<file path="config.mk">
export PLATFORM = sky130hd
export DESIGN_NAME = pwm_dac_sched
export DESIGN_NICKNAME = d
export VERILOG_FILES = /design/src/rtl/pwm_dac_sched.sv
export SDC_FILE = /design/constraint.sdc
export NUM_CORES = 2
export LEC_CHECK = 0
export CAP_MARGIN = 10
export CORE_MARGIN = 4
export CORE_UTILIZATION = 30
export DETAILED_ROUTE_END_ITERATION = 16
export SYNTH_ARGS = -nofsm -noshare
export SYNTH_HDL_FRONTEND = slang
export SYNTH_SLANG_ARGS = --single-unit
</file>
<file path="constraint.sdc">
create_clock -name clk_i -period 7 [get_ports clk_i]
set_clock_uncertainty 0.05 [all_clocks]
set_input_delay 2.1 -clock clk_i [delete_from_list [all_inputs] [get_ports clk_i]]
set_output_delay 2.1 -clock clk_i [all_outputs]
set_load 0.05 [all_outputs]
</file>
<file path="src/rtl/pwm_dac_sched.sv">
// Slow-DAC PWM channel scheduler: round-robin write arbitration into clamped
// per-channel targets, with sync-aligned, optionally slew-limited output updates.
module pwm_dac_sched #(
    parameter logic [23:0] PWM_MAX = 24'h9C0000,
    parameter int unsigned CNT_W   = 16
) (
    input  logic             clk_i,
    input  logic             rstn_i,
    input  logic             sync_i,
    input  logic [23:0]      slew_i,
    input  logic             r0_valid_i,
    output logic             r0_ready_o,
    input  logic [1:0]       r0_ch_i,
    input  logic [23:0]      r0_dat_i,
    input  logic             r1_valid_i,
    output logic             r1_ready_o,
    input  logic [1:0]       r1_ch_i,
    input  logic [23:0]      r1_dat_i,
    output logic [23:0]      pwm_a_o,
    output logic [23:0]      pwm_b_o,
    output logic [23:0]      pwm_c_o,
    output logic [23:0]      pwm_d_o,
    output logic             busy_o,
    output logic             clamp_o,
    output logic [CNT_W-1:0] wr_cnt_o
);

    logic             r_last1;
    logic [23:0]      r_tgt [4];
    logic [23:0]      r_out [4];
    logic             r_busy;
    logic             r_clamp;
    logic [CNT_W-1:0] r_cnt;

    logic             w_gnt0;
    logic             w_gnt1;
    logic             w_xfer;
    logic [1:0]       w_ch;
    logic [23:0]      w_dat;
    logic             w_over;
    logic [23:0]      w_wval;
    logic [23:0]      w_tgt_nx [4];
    logic [23:0]      w_out_nx [4];
    logic [23:0]      w_diff   [4];
    logic             w_busy_nx;

    // r_last1 high means r1 was granted last, so r0 wins the next tie.
    always_comb begin
        w_gnt0     = r0_valid_i & (~r1_valid_i | r_last1);
        w_gnt1     = r1_valid_i & ~w_gnt0;
        r0_ready_o = w_gnt0 & rstn_i;
        r1_ready_o = w_gnt1 & rstn_i;
        w_xfer     = r0_ready_o | r1_ready_o;
        w_ch       = w_gnt0 ? r0_ch_i  : r1_ch_i;
        w_dat      = w_gnt0 ? r0_dat_i : r1_dat_i;
        w_over     = (w_dat > PWM_MAX);
        w_wval     = w_over ? PWM_MAX : w_dat;
    end

    // Sync step reads pre-write targets; a coincident write lands at the next sync.
    always_comb begin
        w_busy_nx = 1'b0;
        for (int unsigned i = 0; i < 4; i++) begin
            w_tgt_nx[i] = (w_xfer && (w_ch == i[1:0])) ? w_wval : r_tgt[i];
            w_diff[i]   = '0;
            w_out_nx[i] = r_out[i];
            if (sync_i) begin
                if (slew_i == '0) begin
                    w_out_nx[i] = r_tgt[i];
                end else if (r_tgt[i] > r_out[i]) begin
                    w_diff[i]   = r_tgt[i] - r_out[i];
                    w_out_nx[i] = (slew_i >= w_diff[i]) ? r_tgt[i] : r_out[i] + slew_i;
                end else if (r_tgt[i] < r_out[i]) begin
                    w_diff[i]   = r_out[i] - r_tgt[i];
                    w_out_nx[i] = (slew_i >= w_diff[i]) ? r_tgt[i] : r_out[i] - slew_i;
                end
            end
            if (w_out_nx[i] != w_tgt_nx[i]) begin
                w_busy_nx = 1'b1;
            end
        end
    end

    always_ff @(posedge clk_i or negedge rstn_i) begin
        if (!rstn_i) begin
            r_last1 <= 1'b1;
            r_busy  <= 1'b0;
            r_clamp <= 1'b0;
            r_cnt   <= '0;
            for (int unsigned i = 0; i < 4; i++) begin
                r_tgt[i] <= '0;
                r_out[i] <= '0;
            end
        end else begin
            r_busy  <= w_busy_nx;
            r_clamp <= w_xfer & w_over;
            if (w_xfer) begin
                r_last1 <= w_gnt1;
                r_cnt   <= r_cnt + CNT_W'(1);
            end
            for (int unsigned i = 0; i < 4; i++) begin
                r_tgt[i] <= w_tgt_nx[i];
                r_out[i] <= w_out_nx[i];
            end
        end
    end

    assign pwm_a_o  = r_out[0];
    assign pwm_b_o  = r_out[1];
    assign pwm_c_o  = r_out[2];
    assign pwm_d_o  = r_out[3];
    assign busy_o   = r_busy;
    assign clamp_o  = r_clamp;
    assign wr_cnt_o = r_cnt;

endmodule

</file>
==> results.yml <==
timing:
  layout_setup_ws_ps: -462
  rsz0062_at_grt: "true"
  period_minus_slack_ps: 7460
  slew_headroom: 0.0700
  tightestPinTransition_ps: 1360
  finalSetupViolCount: 1
  hold_viol_final: 0
  fmax_mhz: 134
  period_share: 1.07
  drv_slew: 0
  tns_ps: -462
placement:
  numPortBuffers: 196
  hpwl_um: 188000
  gp_routability_congestion: 1.10
  dp_cells: 7819
grt:
  grt_pass1_wl_um: 318000
  grt_pass1_vias: 44500
  antenna_found_initial: 19
  grt_max_degree: 62
  grt_usage: 0.330
  overflow: 0
logic_synthesis:
  ys_warn_count: 0
  syn_nets: 5673
  syn_area_per_cell_um2: 7.47
  synth_top_area_cell: "ha_1"
  ys_seq_area_frac: 0.141
  async_reset_ff_frac: 1.00
  ys_seq_elements: 211
  synth_edf_count: 0
  synth_top_flop_cell: "dfrtp_1"
  yosys.area.top_type_share: 0.187
  netlist_area_um2: 37400
  synth_cells: 5015
  synth_area_leaders: "ha_1 (19%), dfrtp_1 (14%), a21oi_1 (6.1%)"
  synthDistinctLibCells: 101
floorplanning:
  core-area_um2: 124000
  die_w_um: 361
  dieArea_um2: 131000
  die_h_um: 361
  io_pins: 197
  initial_core_util: 0.302
  core.rowCount: 129
worst_hold_path:
  hold_path_class: "flip-flop to flip-flop"
  worstHoldPathCells: 1
  whs_endpoint: "wr_cnt_o[10]"
  hold_path_startpoint: "wr_cnt_o[10]"
clock_tree:
  cts_max_path_buffers: 3
  cts_hold_buffers: 0
  cts.sinks: 211
  tritoncts: "built"
  clk_pin_slew_ps: 70
  cts_root_buf: "clkbuf_16"
  clk-insertion-delay-late_ps: 650
  htreeDepth: 1
  numCtsBuffers: 30
route:
  via_per_inst: 5.95
  ant_nets: 0
  drtPass1Iterations: 6
  drt_iter0_drc: 6081
  wl_per_cell_um: 28.6
  drc: 0
  finalWirelength_um: 227000
  vias: 47200
critical_path:
  crit_path_end_kind: "flip-flop"
  critPathMaxFanout: 6
  ff2ff_path_depth: 33
  cp.arrival_ps: 7930
  rrSetupSlack_ps: -450
  path_class: "primary input to flip-flop"
  rr_endpoint: "busy_o"
  cp-start-kind: "primary input"
  worstPathRequired_ps: 7470
  r2r-start: "r_tgt[74]"
layout:
  layout.cells.non_filler: 7926
  finalNetCount: 6913
  area_growth_pct: 39.7
  final_common_cell: "buf_4"
  most-common-layout-cells: "buf_4 (1200), ha_1 (558), a21oi_1 (444), inv_1 (400), nand2_1 (371)"
  drive_above_1_share: 0.239
flow_run:
  drv_cap: 0
status:
  violations: "negative setup slack"
  status: "complete, but fails checks"
[sequential cells by signal, summed over array words and instances, names as in the netlist]
signal,cells
r_tgt,96
pwm_a_o,24
pwm_b_o,24
pwm_c_o,24
pwm_d_o,24
wr_cnt_o,16
busy_o,1
clamp_o,1
r_last1,1
[layer usage]
layer  up-vias  share of wire  global-route usage
met5         -        0.00045                   0
met4        16          0.075               0.201
met3       614           0.11              0.0729
met2      2925           0.40               0.479
met1     22600           0.41               0.445
li1      21000              -                   -
[per-stage QoR]
step	utilization	hold slack [ps]	setup WS (ps)	instance area (um^2)
after floorplan	-	452	3.65	37500
after global placement	0.406	411	-1140	50300
after detailed placement	0.406	437	-1170	50300
after CTS	0.420	450	-159	52000
after global routing	0.422	478	-788	52300
final	0.422	447	-462	52300
[final cells by class]
type	instances	area, um^2
sequential	211	5290
fill	12600	71500
clock buffer	41	893
clock inverter	15	194
inverter	405	1520
tap	1637	2050
antenna	10	25.0
timing repair buffer	1447	12000
multi-input combinational	4160	30400
[logic make-up (layout without fill, tap and decap cells)]
family / after synthesis / in the layout / share of synthesized area
xor gates and xnor gates: 361 / 361 / 0.0844
and+or+nand+nor: 1445 / 1445 / 0.190
muxes: 54 / 54 / 0.0147
DFF: 211 / 211 / 0.141
adders and majority gates: 577 / 577 / 0.196
AOI/OAI and AO/OA: 1723 / 1723 / 0.308
buffers and inverters: 644 / 1908 / 0.0662
other: 0 / 10 / 0
[cells in the mapped netlist (17+ instances only)]
master     number
ha_1          561
a21oi_1       457
inv_1         402
nand2_1       375
nor2_1        343
o21ai_0       284
xnor2_1       257
dfrtp_1       210
clkbuf_1      185
a21o_1        145
nor3_1        132
nand3_1       113
xor2_1        104
nand4_1        77
nand2b_1       68
o21a_1         68
nor4_1         66
nor2b_1        64
a211oi_1       62
a221oi_1       61
a31oi_1        58
o21bai_1       57
o31ai_1        55
o211ai_1       54
mux2i_1        46
and3_1         43
o21ai_1        35
o221ai_1       35
or3_1          30
a2111oi_0      29
o22ai_1        27
buf_2          26
and2_1         25
o2111ai_1      22
or2_2          22
a22oi_1        21
buf_1          21
a221o_1        20
a211o_1        17
a21boi_0       17
a311oi_1       17
[worst max path at each step]
stage                     from      to  slack [ps]  cells after the start
CTS                 pwm_b_o[0]  busy_o        -160                     33
detailed placement  pwm_a_o[1]  busy_o       -1170                     32
finish               slew_i[5]  busy_o        -460                     19
global placement     slew_i[5]  busy_o       -1140                     19
global route        pwm_a_o[0]  busy_o        -790                     36
floorplan           pwm_a_o[1]  busy_o           4                     30
[worst max-delay path, stage by stage]
cell             delay, ps
clkdlybuf4s50_1        590
inv_1                  750
ha_1                   400
and3_1                 180
a22o_1                 210
o221ai_1               310
a2111oi_0              190
buf_4                  180
or2_1                  240
xnor2_1                370
o221ai_2               240
a22oi_1                240
buf_4                  160
o2111a_2               260
nand4_1                250
or4_4                  630
nor4_4                 330
o2111a_1               230
nand2_1                 60
[what timing repair did]
item                                    CTS  global route
pin swaps                                61            40
gates resized for setup                 107            50
endpoints found under the setup margin    1             2
buffers inserted                         31            10
Power is left out: the tool's default activity adds up to more than one toggle a clock period on the data nets, which glitch-free logic cannot reach.
